### src/rtl/canvas_mem_ctrl_pkg.sv
// Shared constants, clear-FSM state type and pixel-to-cell helpers for the canvas memory controller.
package canvas_pkg;

    localparam int CELL_SHIFT = 5;
    localparam int COLS       = 20;
    localparam int ROWS       = 15;
    localparam int AW         = 9;
    localparam int CELLS      = COLS * ROWS;

    typedef enum logic [1:0] {
        CLR_IDLE  = 2'd0,
        CLR_SWEEP = 2'd1,
        CLR_DONE  = 2'd2
    } clr_state_e;

    // Linear cell index; out-of-grid coordinates simply wrap into AW bits.
    function automatic logic [AW-1:0] cell_addr(input logic [9:0] x, input logic [9:0] y);
        logic [9:0]  col;
        logic [9:0]  row;
        logic [15:0] lin;
        col = x >> CELL_SHIFT;
        row = y >> CELL_SHIFT;
        lin = 16'(row) * 16'(COLS) + 16'(col);
        return lin[AW-1:0];
    endfunction

    function automatic logic cell_in_range(input logic [9:0] x, input logic [9:0] y);
        return (int'(x >> CELL_SHIFT) < COLS) && (int'(y >> CELL_SHIFT) < ROWS);
    endfunction

endpackage

### src/rtl/canvas_mem_ctrl_if.sv
// Display, paint and clear signals shared between the VGA/mouse side and the canvas controller.
interface canvas_mem_ctrl_if;
    logic       valid;
    logic [9:0] h_cnt;
    logic [9:0] v_cnt;
    logic       mem_pixel;
    logic       paint_req;
    logic       paint_val;
    logic [9:0] paint_x;
    logic [9:0] paint_y;
    logic       paint_ready;
    logic       paint_done;
    logic       paint_err;
    logic       clear_req;
    logic       clear_busy;
    logic       clear_done;

    modport master (
        output valid, h_cnt, v_cnt, paint_req, paint_val, paint_x, paint_y, clear_req,
        input  mem_pixel, paint_ready, paint_done, paint_err, clear_busy, clear_done
    );

    modport slave (
        input  valid, h_cnt, v_cnt, paint_req, paint_val, paint_x, paint_y, clear_req,
        output mem_pixel, paint_ready, paint_done, paint_err, clear_busy, clear_done
    );
endinterface

### src/rtl/canvas_mem_ctrl_cell_ram.sv
// Single-port 1-bit cell RAM with synchronous read; contents are never reset.
module cell_ram
    import canvas_pkg::*;
(
    input  logic          clk,
    input  logic          we_i,
    input  logic [AW-1:0] addr_i,
    input  logic          wdata_i,
    output logic          rdata_o
);

    logic mem_q [CELLS];
    logic rdata_q;

    always_ff @(posedge clk) begin
        if (we_i) begin
            mem_q[addr_i] <= wdata_i;
        end
        rdata_q <= mem_q[addr_i];
    end

    assign rdata_o = rdata_q;

endmodule

### src/rtl/canvas_mem_ctrl.sv
// Canvas cell-memory controller: arbitrates one RAM port between display reads, paint writes and a clear sweep.
//
// state     | meaning
// CLR_IDLE  | no sweep; clear_req starts one at cell 0
// CLR_SWEEP | zeroing cells, advancing only on cycles the port is granted
// CLR_DONE  | one-cycle clear_done pulse, then back to idle
module canvas_mem_ctrl
    import canvas_pkg::*;
(
    input  logic               clk,
    input  logic               rst,
    canvas_mem_ctrl_if.slave   bus_if
);

    clr_state_e    state_q, state_d;
    logic [AW-1:0] clr_addr_q, clr_addr_d;
    logic          pend_q, pend_d;
    logic [AW-1:0] pend_addr_q, pend_addr_d;
    logic          pend_val_q, pend_val_d;
    logic          done_q, done_d;
    logic          err_q, err_d;
    logic          valid_q;

    logic          ram_we;
    logic          ram_wdata;
    logic          ram_rdata;
    logic [AW-1:0] ram_addr;
    logic [AW-1:0] disp_addr;
    logic          paint_ready;
    logic          capture;
    logic          grant_paint;
    logic          grant_sweep;

    assign disp_addr   = cell_addr(bus_if.h_cnt, bus_if.v_cnt);
    assign paint_ready = !pend_q && (state_q != CLR_SWEEP);
    assign capture     = bus_if.paint_req && paint_ready;
    assign grant_paint = !bus_if.valid && pend_q;
    assign grant_sweep = !bus_if.valid && !pend_q && (state_q == CLR_SWEEP);

    // Writes are suppressed during reset so an aborted sweep leaves the current cell untouched.
    always_comb begin
        ram_we    = 1'b0;
        ram_addr  = disp_addr;
        ram_wdata = 1'b0;
        if (grant_paint) begin
            ram_we    = !rst;
            ram_addr  = pend_addr_q;
            ram_wdata = pend_val_q;
        end else if (grant_sweep) begin
            ram_we    = !rst;
            ram_addr  = clr_addr_q;
        end
    end

    always_comb begin
        pend_d      = pend_q;
        pend_addr_d = pend_addr_q;
        pend_val_d  = pend_val_q;
        done_d      = 1'b0;
        err_d       = 1'b0;
        if (grant_paint) begin
            pend_d = 1'b0;
            done_d = 1'b1;
        end
        if (capture) begin
            if (cell_in_range(bus_if.paint_x, bus_if.paint_y)) begin
                pend_d      = 1'b1;
                pend_addr_d = cell_addr(bus_if.paint_x, bus_if.paint_y);
                pend_val_d  = bus_if.paint_val;
            end else begin
                err_d = 1'b1;
            end
        end
    end

    always_comb begin
        state_d    = state_q;
        clr_addr_d = clr_addr_q;
        case (state_q)
            CLR_IDLE: begin
                if (bus_if.clear_req) begin
                    state_d    = CLR_SWEEP;
                    clr_addr_d = '0;
                end
            end
            CLR_SWEEP: begin
                if (grant_sweep) begin
                    clr_addr_d = clr_addr_q + 1'b1;
                    if (clr_addr_q == AW'(CELLS - 1)) begin
                        state_d = CLR_DONE;
                    end
                end
            end
            CLR_DONE: state_d = CLR_IDLE;
            default:  state_d = CLR_IDLE;
        endcase
    end

    always_ff @(posedge clk) begin
        if (rst) begin
            state_q     <= CLR_IDLE;
            clr_addr_q  <= '0;
            pend_q      <= 1'b0;
            pend_addr_q <= '0;
            pend_val_q  <= 1'b0;
            done_q      <= 1'b0;
            err_q       <= 1'b0;
            valid_q     <= 1'b0;
        end else begin
            state_q     <= state_d;
            clr_addr_q  <= clr_addr_d;
            pend_q      <= pend_d;
            pend_addr_q <= pend_addr_d;
            pend_val_q  <= pend_val_d;
            done_q      <= done_d;
            err_q       <= err_d;
            valid_q     <= bus_if.valid;
        end
    end

    cell_ram u_cell_ram (
        .clk     (clk),
        .we_i    (ram_we),
        .addr_i  (ram_addr),
        .wdata_i (ram_wdata),
        .rdata_o (ram_rdata)
    );

    assign bus_if.mem_pixel   = valid_q & ram_rdata;
    assign bus_if.paint_ready = paint_ready;
    assign bus_if.paint_done  = done_q;
    assign bus_if.paint_err   = err_q;
    assign bus_if.clear_busy  = (state_q == CLR_SWEEP);
    assign bus_if.clear_done  = (state_q == CLR_DONE);

endmodule

### src/flat_wrapper.sv
// flat-port wrapper written by rule: the top's interface ports become plain ports
module canvas_mem_ctrl_flat import canvas_pkg::*;
  (clk, rst, bus_if_valid, bus_if_h_cnt, bus_if_v_cnt, bus_if_paint_req, bus_if_paint_val, bus_if_paint_x, bus_if_paint_y, bus_if_clear_req, bus_if_mem_pixel, bus_if_paint_ready, bus_if_paint_done, bus_if_paint_err, bus_if_clear_busy, bus_if_clear_done);
  canvas_mem_ctrl_if bus_if_i ();
  input  logic clk;
  input  logic rst;
  input wire logic [$bits(bus_if_i.valid)-1:0] bus_if_valid;
  input wire logic [$bits(bus_if_i.h_cnt)-1:0] bus_if_h_cnt;
  input wire logic [$bits(bus_if_i.v_cnt)-1:0] bus_if_v_cnt;
  input wire logic [$bits(bus_if_i.paint_req)-1:0] bus_if_paint_req;
  input wire logic [$bits(bus_if_i.paint_val)-1:0] bus_if_paint_val;
  input wire logic [$bits(bus_if_i.paint_x)-1:0] bus_if_paint_x;
  input wire logic [$bits(bus_if_i.paint_y)-1:0] bus_if_paint_y;
  input wire logic [$bits(bus_if_i.clear_req)-1:0] bus_if_clear_req;
  output wire logic [$bits(bus_if_i.mem_pixel)-1:0] bus_if_mem_pixel;
  output wire logic [$bits(bus_if_i.paint_ready)-1:0] bus_if_paint_ready;
  output wire logic [$bits(bus_if_i.paint_done)-1:0] bus_if_paint_done;
  output wire logic [$bits(bus_if_i.paint_err)-1:0] bus_if_paint_err;
  output wire logic [$bits(bus_if_i.clear_busy)-1:0] bus_if_clear_busy;
  output wire logic [$bits(bus_if_i.clear_done)-1:0] bus_if_clear_done;
  assign bus_if_i.valid = bus_if_valid;
  assign bus_if_i.h_cnt = bus_if_h_cnt;
  assign bus_if_i.v_cnt = bus_if_v_cnt;
  assign bus_if_i.paint_req = bus_if_paint_req;
  assign bus_if_i.paint_val = bus_if_paint_val;
  assign bus_if_i.paint_x = bus_if_paint_x;
  assign bus_if_i.paint_y = bus_if_paint_y;
  assign bus_if_i.clear_req = bus_if_clear_req;
  assign bus_if_mem_pixel = bus_if_i.mem_pixel;
  assign bus_if_paint_ready = bus_if_i.paint_ready;
  assign bus_if_paint_done = bus_if_i.paint_done;
  assign bus_if_paint_err = bus_if_i.paint_err;
  assign bus_if_clear_busy = bus_if_i.clear_busy;
  assign bus_if_clear_done = bus_if_i.clear_done;
  canvas_mem_ctrl u_core (.clk(clk), .rst(rst), .bus_if(bus_if_i));
endmodule
### config.mk
export PLATFORM = sky130hd
export DESIGN_NAME = canvas_mem_ctrl_flat
export DESIGN_NICKNAME = d
export VERILOG_FILES = /design/src/rtl/canvas_mem_ctrl_pkg.sv /design/src/rtl/canvas_mem_ctrl_if.sv /design/src/rtl/canvas_mem_ctrl_cell_ram.sv /design/src/rtl/canvas_mem_ctrl.sv /design/src/flat_wrapper.sv
export SDC_FILE = /design/constraint.sdc
export NUM_CORES = 1
export LEC_CHECK = 0
export CORE_MARGIN = 2
export CORE_UTILIZATION = 65
export CTS_BUF_LIST = sky130_fd_sc_hd__clkbuf_2
export CTS_CLUSTER_SIZE = 14
export DETAILED_ROUTE_END_ITERATION = 10
export GPL_TIMING_DRIVEN = 0
export PLACE_DENSITY = 0.91
export SETUP_SLACK_MARGIN = 0.5
export SLEW_MARGIN = 10
export SYNTH_ARGS = -nofsm -noshare
export SYNTH_HDL_FRONTEND = slang
export SYNTH_SLANG_ARGS = --single-unit
### constraint.sdc
create_clock -name clk -period 11.2 [get_ports clk]
set_input_delay 1.12 -clock clk [delete_from_list [all_inputs] [get_ports clk]]
set_output_delay 1.12 -clock clk [all_outputs]
set_load 0.005 [all_outputs]
Word-level counts from Yosys, hierarchy flattened. Memory sizes are Yosys's and may differ from the RTL's. A register that Yosys moved wholly into a read port is not among the register bits. Index checks and enable logic that the tools add are counted.

Register bits after elaboration: 25. RAM bits: 300. Input port bits: 46. Output and inout bits: 6. Word-level logic and storage cells: 59. Memories: 1.

Add/subtract/negate cells: 3. Multipliers: 2. Order comparisons: 2. Equality and inequality tests: 7. Muxes and demuxes: 19. Bitwise logic cells: 2. Reductions and logical operators: 15.

Memory list: u_core.u_cell_ram.mem_q (words 300, width 1, read ports 1, clocked after memory_dff 1, wr ports 1, RTL line canvas_mem_ctrl_cell_ram.sv:12) `logic mem_q [CELLS];`.

Operators with widths (count): 2-to-1 mux 9 bit (4); adder 9 x 5 -> 9 bit (2); one-hot mux 9 bit (2 select lines) (1); multiplier 5 x 3 -> 7 bit (second input constant) (2); 2-to-1 mux 1 bit (10); adder 9 x 1 -> 9 bit (second input constant) (1); == test 9 bit (second input constant) (1); logical AND 1 bit (6); 2-to-1 mux 2 bit (3); != test 2 x 1 -> 1 bit (second input constant) (3); AND reduction 3 bit (2); less-than comparator 5 x 4 -> 1 bit (second input constant) (1); less-than comparator 5 bit (second input constant) (1); one-hot mux 2 bit (2 select lines) (1); zero test 1 bit (3); == test 2 x 1 -> 1 bit (second input constant) (1); == test 2 bit (second input constant) (1); zero test 2 bit (1); != test 2 bit (second input constant) (1); AND reduction 2 bit (1); nonzero test 2 bit (1); OR reduction 2 bit (1); AND 1 bit (1); inverter 1 bit (1).

Logic depth before layout (Yosys ltp). Gate-level depths: netlist of run 1.

Depth in word-level cells: 7. Depth in mapped cells: 15. Depth with buffers taken out: 12.

By module. Synthesis of run 1 repeated with hierarchy kept, for this count alone.

Cell total of the unflattened synthesis: 1157. Area, all modules: 15114.5 um^2.

Modules (own cells, without submodules): cell_ram (instances 1, cells an instance 943, area an instance 13329.0 um^2, seq. area each 9028.7 um^2); canvas_mem_ctrl (instances 1, cells an instance 214, area an instance 1785.5 um^2, seq. area each 500.5 um^2).

Least setup slack after synthesis of run 1. OpenSTA, ideal clock, no wires.

Path type: input port to flip-flop. From: in bus_if_valid. To: mem u_core.u_cell_ram.mem_q[0], data pin. Library setup time: 0.985 ns. Data arrival time: 5.803 ns. Required time: 10.215 ns. Slack: 4.412 ns. Stages on the path: 5. Buffers on the path: 3. Cell sequence: nor2b_1 -> buf_6 -> clkbuf_1 -> clkbuf_1 -> and2_1.

Cells in the longest elaborated chain, start to end: 3.

RTL lines: from (decl) (RTL line flat_wrapper.sv:7) `input wire logic [$bits(bus_if_i.valid)-1:0] bus_if_valid;`; zero test 1 bit (RTL line canvas_mem_ctrl.sv:37) `assign grant_paint = !bus_if.valid && pend_q;`; logical AND 1 bit (RTL line canvas_mem_ctrl.sv:37); 2-to-1 mux 1 bit (RTL line canvas_mem_ctrl.sv:45) `if (grant_paint) begin`; named net u_core.ram_wdata (RTL line canvas_mem_ctrl.sv:25) `logic ram_wdata;`; to (decl) (RTL line canvas_mem_ctrl_cell_ram.sv:12).

The timed path passes the listed nets, and every way through them passes these cells.

Final worst setup path of run 1.
From: in bus_if_v_cnt[6]. To: reg u_core.u_cell_ram.rdata_q (netlist: u_core.u_cell_ram.rdata_o) (read register of u_core.u_cell_ram.mem_q).

Cells in the longest elaborated chain, start to end: 4.

RTL lines: from (decl) (RTL line flat_wrapper.sv:9) `input wire logic [$bits(bus_if_i.v_cnt)-1:0] bus_if_v_cnt;`; multiplier 5 x 3 -> 7 bit (RTL line canvas_mem_ctrl_pkg.sv:23) `lin = 16'(row) * 16'(COLS) + 16'(col);`; adder 9 x 5 -> 9 bit (RTL line canvas_mem_ctrl_pkg.sv:23); 2-to-1 mux 9 bit (RTL line canvas_mem_ctrl.sv:49) `end else if (grant_sweep) begin`; 2-to-1 mux 9 bit (RTL line canvas_mem_ctrl.sv:45); to (decl) (RTL line canvas_mem_ctrl_cell_ram.sv:13) `logic rdata_q;`.

No other way between the ends. A chain may end at the register's enable or synchronous reset.

==> impl_results.md, run 1 <==
- Syn Std Cell Area: 0.0150 mm2
- Reg clk slew, reported paths: 0.10 ns
- Final hold viol count: 0
- Synth top area cells: edfxtp_1, nor2_1, nand3_1
- Worst skew pair latency: 0.97 ns
- Flops & latches, synth: 326
- Max_slew headroom: 0.0971
- Crit end category: flip-flop
- Vias per cell: 7.09
- Critical path startpoint category: input port
- GRT Total Usage: 0.388
- Fin Setup TNS: 0 ns
- Cts bufs inserted: 79
- Status: finished clean
- Hold Buf Count CTS: 0
- Pre-CTS WS: 5.15 ns
- Post-CTS sizing: 0
- Sequential share of the synthesized area: 0.636
- Syn nets: 1404
- DP HPWL: 28200 um
- Vias in the first global route: 12379
- Starting Density: 0.662
- Ys flop type: edfxtp_1
- Clk buf depth: 3
- Antenna Nets Post-Route: 0
- Core region area: 0.0226 mm2
- CP peak stage delay: 1.06 ns
- Top cell type's share of synthesized area: 0.601
- Die X: 156 um
- Setup bufs post-CTS: 0
- Post-route cell area: 0.0164 mm2
- Req. time, crit path: 12.03 ns
- Fin Clk Skew: 0.0894 ns
- Largest net degree at the start of global routing: 99
- Period minus WS final: 5.37 ns
- Ys Warns: 0
- Port bufs: 31
- Worst-Margin Slew: 1.34 ns
- Max-cap violation count: 0
- Post-synth EDFFs: 300
- I/O pins: 52
- Final worst path period share: 0.480
- Placed Area: 0.0157 mm2
- P_leak: 0.00562 uW
- Cell with the most instances after synthesis: nor2_1
- Final WL: 46300 um
- Syn avg cell area: 11.2 um2
- First-pass GRT wire length: 69100 um
- Antenna violations before repair: 3
- PnR worst setup slack: 5.83 ns
- Max rail drop VDD: 70.1 uV
- Endpoints failing setup: 0
- TritonCTS clock tree: done
- Slew Limit Fails: 0
- Clock sink total: 326
- Crit path cell chain: clkdlybuf4s50_1 > ha_1 > ha_1 > fa_1 > inv_1 > or4_1 > xnor3_1 > o31ai_1 > nor3b_1 > nand2_1 > o22ai_1 > nor4_1 > nand4_1
- CP dominant cell by count: ha_1
- Footprint of the multi-input gates: 0.00489 mm2
- Critical path class: input port to flip-flop
- Grt ovf: 0
- Synth cell count leaders: nor2_1, edfxtp_1, nand3_1
- Register area: 0.00953 mm2
- Cell taking the most area after synthesis: edfxtp_1
- Worst Hold Class: flip-flop to flip-flop
- Cell Pwr Density: 146 mW/mm2
- RePlAce Congestion: 0.963
- Syn Inst Count: 1335
- Fmax achieved: 186 MHz
- Initial DRC count: 2946
- Fillers: 1472
- Nets: 1520
- Die height: 156 um
- Netlist cell types: 62
- DRC: 0
- Via Count: 12705
- Drt wl/cell: 25.8 um
- Clock root cell: clkbuf_2
- Row count: 55
- H-Tree Depth: 3
- Ys async rst share: 0
- CP max-delay cell: o31ai_1
- RSZ-0062 raised after global routing: false
- Crit Path Max Fanout: 8
- P&R area growth vs syn: 9.65%
- First drt pass iteration count: 9
- Critical Path AT: 6.20 ns
- Share of cells above drive strength 1: 0.102
- Die area: 0.0243 mm2
[layout make-up]
| class | count | area share |
|---|---|---|
| repair buffers | 35 | 0.0239 |
| clock buffers | 114 | 0.0347 |
| flip-flops and latches | 326 | 0.580 |
| multi-input cells | 869 | 0.298 |
| plain buffers | 113 | 0.0286 |
| inverters | 27 | 0.00617 |
| diodes | 3 | 0.000457 |
| clock inverters | 20 | 0.00678 |
| well taps | 285 | 0.0217 |
[cell families (layout without fill, tap and decap cells)]
group / after synthesis / count (layout) / share of synthesized area
compound gates: 207 / 207 / 0.111
flops: 326 / 326 / 0.636
mux: 8 / 8 / 0.00568
xor+xnor: 15 / 15 / 0.00969
fa+ha+maj: 23 / 23 / 0.0212
simple gates: 616 / 616 / 0.178
other cells: 0 / 3 / 0
buf+inv: 140 / 309 / 0.0382
[path summary, 6_finish.rpt]
path,startpoint,endpoint,slack [ns],cells after the start
worst min-delay path,u_core.clr_addr_q[0]$_SDFFE_PP0P_,u_core.clr_addr_q[0]$_SDFFE_PP0P_,0.51,2
worst min register to register,u_core.clr_addr_q[0]$_SDFFE_PP0P_,u_core.clr_addr_q[0]$_SDFFE_PP0P_,0.51,2
worst max-delay path,bus_if_v_cnt[6],u_core.u_cell_ram.rdata_o$_DFF_P_,5.83,13
worst max register to register,u_core.pend_q$_SDFF_PP0_,u_core.u_cell_ram.mem_q[100]$_DFFE_PP_,6.17,11
[metal layers]
metal,vias to the layer above,GRT usage,part of all wire
met2,1347,0.569,0.43
met3,366,0.181,0.18
met4,2,0.256,0.083
met5,-,0.0228,0.00048
met1,5766,0.458,0.31
li1,5224,-,-
[registers in the layout, summed over array words and instances, names as in the netlist]
| register | count |
|---|---|
| u_core.bus_if.paint_done | 1 |
| u_core.bus_if.paint_err | 1 |
| u_core.clr_addr_q | 9 |
| u_core.pend_addr_q | 9 |
| u_core.pend_q | 1 |
| u_core.pend_val_q | 1 |
| u_core.state_q | 2 |
| u_core.u_cell_ram.mem_q | 300 |
| u_core.u_cell_ram.rdata_o | 1 |
| u_core.valid_q | 1 |
[worst max-delay path, delay by kind of cell]
kind	cells	cell delay (ns)
AND/OR/NAND/NOR	5	1.92
AO/OA/AOI/OAI	2	1.31
adder cells (fa/ha/maj)	3	1.10
XOR/XNOR	1	0.19
buffers and inverters	2	0.54
[cell usage in the layout (no fill, tap or decap), types with 5 or more instances in the layout]
master	synthesis	routed
xnor2_1	7	7
edfxtp_1	300	300
nor3_1	9	9
nor4_1	5	5
nand2b_1	6	6
and3_1	5	5
a21o_1	26	26
clkdlybuf4s50_1	0	31
ha_1	19	19
nand3_1	130	130
nand2_1	80	80
nor2_1	339	339
buf_2	13	13
or3_1	8	8
mux2i_1	6	6
o2111ai_1	43	43
a41oi_1	31	31
nor2b_1	5	5
o211ai_1	6	6
clkbuf_1	85	85
xor2_1	7	7
inv_1	27	27
clkinv_1	0	12
o21ai_0	7	7
buf_1	10	10
a21oi_1	25	25
nand4_1	6	6
a222oi_1	34	34
clkbuf_2	0	114
dfxtp_1	26	26
[power breakdown]
part	leakage [uW]	internal, uW	switching (uW)
combinational	0.00140	69.6	226
sequential	0.00369	1310	2.65
clock	0.000527	293	498
total	0.00562	1670	727
[stage by stage]
step	cells	total power, uW	utilization	hold WS, ns
after CTS	1789	2360	0.725	0.502
after detailed placement	1655	1610	0.695	0.487
after floorplan	1335	1500	-	0.455
after global routing	1792	2460	0.726	0.525
final	1792	2400	0.726	0.507
after global placement	1651	1610	0.691	0.477
No activity file was read; power rests on OpenSTA's default activity.
==> run 2, diff against run 1 <==
- CORE_UTILIZATION: 65 -> 57
- PLACE_DENSITY: 0.91 -> 0.85
- clock period: 11.2 -> 4.7 ns (I/O delays scaled with it)
==> impl_results.md, run 2 (synthesized netlist as in run 1, its figures left out) <==
- Register area: 0.00953 mm2 (unchanged)
- Logic pwr share: 0.127 (was 0.123)
- DRC: 0 (unchanged)
- Vias in the first global route: 12209 (was 12379)
- Max-cap violation count: 0 (unchanged)
- Sw Share: 0.302 (was 0.303)
- Cts bufs inserted: 80 (was 79)
- Worst Hold Class: input port to flip-flop (was flip-flop to flip-flop)
- Die height: 166 um (was 156 um)
- WHS Endpoint: u_core.bus_if.paint_err$_SDFF_PP0_ (was u_core.clr_addr_q[0]$_SDFFE_PP0P_)
- First-pass GRT wire length: 67900 um (was 69100 um)
- Critical path startpoint category: input port (unchanged)
- Hold Crit Depth: 3 (was 2)
- Endpoints failing setup: 0 (unchanged)
- Biggest regs: u_core.u_cell_ram.mem_q: 300 flops, u_core.clr_addr_q: 9 flops, u_core.pend_addr_q: 9 flops (unchanged)
- Most frequent cells in the layout: nor2_1, edfxtp_1, clkbuf_2, nand3_1, nand2_1 (was nor2_1, edfxtp_1, nand3_1, clkbuf_2, clkbuf_1)
- Sw power: 1700 uW (was 727 uW)
- Req. time, crit path: 5.24 ns (was 12.03 ns)
- First drt pass iteration count: 7 (was 9)
- Placed Area: 0.0158 mm2 (was 0.0157 mm2)
- Largest register FFs: 300 (unchanged)
- Status: finished clean (unchanged)
- Cell Int Power: 3930 uW (was 1670 uW)
- Cell Pwr Density: 340 mW/mm2 (was 146 mW/mm2)
- Starting Density: 0.578 (was 0.662)
- Max rail drop VDD: 194 uV (was 70.1 uV)
- Worst reg2reg startpoint: u_core.pend_q$_SDFF_PP0_ (unchanged)
- Core region area: 0.0259 mm2 (was 0.0226 mm2)
- Initial DRC count: 2790 (was 2946)
- Hold path start: bus_if_paint_req (was u_core.clr_addr_q[0]$_SDFFE_PP0P_)
- Critical path class: input port to flip-flop (unchanged)
- Vias per cell: 6.77 (was 7.09)
- Nets: 1521 (was 1520)
- GRT Total Usage: 0.325 (was 0.388)
- I/O pins: 52 (unchanged)
- Via Count: 12481 (was 12705)
- TritonCTS clock tree: done (unchanged)
- Slew Limit Fails: 0 (unchanged)
- Reg clk slew, reported paths: 0.10 ns (about the same)
- Fillers: 1943 (was 1472)
- Period minus WS final: 4.51 ns
- Share of cells above drive strength 1: 0.120 (was 0.102)
- Pre-CTS WS: -0.835 ns (was 5.15 ns)
- Final worst path period share: 0.960
- RSZ-0062 raised after global routing: true (was false)
- Drt wl/cell: 24.7 um (was 25.8 um)
- Crit Path Max Fanout: 10 (was 8)
- P&R area growth vs syn: 10.5% (was 9.65%)
- Worst R2R End: u_core.u_cell_ram.rdata_o$_DFF_P_ (was u_core.u_cell_ram.mem_q[100]$_DFFE_PP_)
- Post-route cell area: 0.0166 mm2 (was 0.0164 mm2)
- PnR worst setup slack: 0.187 ns (was 5.83 ns)
- Sequential group share of total power: 0.556 (was 0.547)
- Clock root cell: clkbuf_2 (unchanged)
- Worst-Margin Slew: 1.14 ns (was 1.34 ns)
- Antenna Nets Post-Route: 0 (unchanged)
- Fin Setup TNS: 0 ns (unchanged)
- Fmax achieved: 222 MHz
- Fin Clk Skew: 0.0777 ns (was 0.0894 ns)
- Crit end category: flip-flop (unchanged)
- Clock sink total: 326 (unchanged)
- Die area: 0.0276 mm2 (was 0.0243 mm2)
- Total power draw: 5630 uW (was 2400 uW)
- Reg with most FFs: u_core.u_cell_ram.mem_q (unchanged)
- Final WL: 45500 um (was 46300 um)
- Clk buf depth: 3 (unchanged)
- RePlAce Congestion: 0.941 (was 0.963)
- Grt ovf: 0 (unchanged)
- P_leak: 0.00568 uW (was 0.00562 uW)
- DP HPWL: 28300 um (was 28200 um)
- Worst skew pair latency: 0.90 ns (was 0.97 ns)
- Row count: 59 (was 55)
- Antenna violations before repair: 1 (was 3)
- R2R Setup Slk: 0.54 ns (was 6.17 ns)
- Reg2reg path depth: 12 (was 11)
- Largest net degree at the start of global routing: 111 (was 99)
- Max_slew headroom: 0.237 (was 0.0971)
- Die X: 166 um (was 156 um)
- Footprint of the multi-input gates: 0.00495 mm2 (was 0.00489 mm2)
- Critical Path AT: 5.05 ns (was 6.20 ns)
- Clock group share of total power: 0.318 (was 0.330)
- Final hold viol count: 0 (unchanged)
- Port bufs: 31 (unchanged)
- Commonest non-fill, non-tap cell in the layout: nor2_1 (unchanged)
- Fin Hold WS: 0.144 ns (was 0.507 ns)
- H-Tree Depth: 3 (unchanged)
==> run 2: cell count changes in the layout (fill, tap and decap cells not counted), moves of 2 or more <==
cell	previous run	this run
buf_1	10	8
nand2_2	0	8
clkbuf_2	114	131
nand2_1	80	72
clkbuf_1	85	67
clkinvlp_4	2	0
clkinv_1	12	18
==> run 2: how the worst max path moves through the flow <==
| stage | from | to | cells past startpoint |
|---|---|---|---|
| 3_5_place_dp | bus_if_v_cnt[6] | u_core.u_cell_ram.rdata_o$_DFF_P_ | 13 |
| 6_report | bus_if_v_cnt[6] | u_core.u_cell_ram.mem_q[126]$_DFFE_PP_ | 11 |
| 2_1_floorplan | bus_if_valid | u_core.u_cell_ram.mem_q[0]$_DFFE_PP_ | 5 |
| 5_1_grt | bus_if_v_cnt[6] | u_core.u_cell_ram.mem_q[152]$_DFFE_PP_ | 12 |
| 3_3_place_gp | bus_if_valid | u_core.u_cell_ram.mem_q[58]$_DFFE_PP_ | 6 |
| 4_1_cts | u_core.pend_q$_SDFF_PP0_ | u_core.u_cell_ram.mem_q[194]$_DFFE_PP_ | 11 |
==> run 2: per-stage QoR <==
step	instances	utilization
3_5_place_dp	1705	0.610
6_report	1843	0.639
4_1_cts	1841	0.636
3_3_place_gp	1701	0.607
5_1_grt	1843	0.639
2_1_floorplan	1335	-
==> run 2: area by class of cell <==
class | instances | area share
Antenna cell | 2 | 0.000302
Buffer | 113 | 0.0299
Clock buffer | 112 | 0.0339
Clock inverter | 24 | 0.00567
Inverter | 27 | 0.00612
Multi-Input combinational cell | 869 | 0.299
Sequential cell | 326 | 0.576
Tap cell | 335 | 0.0253
Timing Repair Buffer | 35 | 0.0237
==> run 2: power groups by stage <==
| stage | Clock (uW) | Combinational [uW] | Sequential (uW) |
|---|---|---|---|
| after CTS | 1770 | 661 | 3130 |
| after detailed placement | 0 | 654 | 3200 |
| after global placement | 0 | 639 | 3200 |
| final | 1790 | 714 | 3130 |
| after global routing | 1900 | 730 | 3130 |
| after floorplan | 0 | 382 | 3190 |
==> run 2: what timing repair did <==
action / CTS / global route
setup endpoints to repair: 223 / 171
resized for setup: 15 / 29
buffers inserted: 0 / 0
hold buffers: 0 / 0
==> run 2: metal layers <==
metal | track usage | up-vias | share of wire
met5 | 0 | - | 0
met4 | 0.214 | 0 | 0.073
met3 | 0.105 | 303 | 0.17
met2 | 0.479 | 1227 | 0.43
met1 | 0.414 | 5726 | 0.32
li1 | - | 5225 | -
==> run 2: critical path, stage by stage <==
cell and delay (ns):
clkdlybuf4s50_1 0.49, ha_1 0.33, ha_1 0.22, fa_1 0.57, nand2_1 0.09, or4_1 0.40, a32oi_1 0.55, nor3b_1 0.99
nand2_1 0.43, clkbuf_1 0.33, nor2_1 0.18
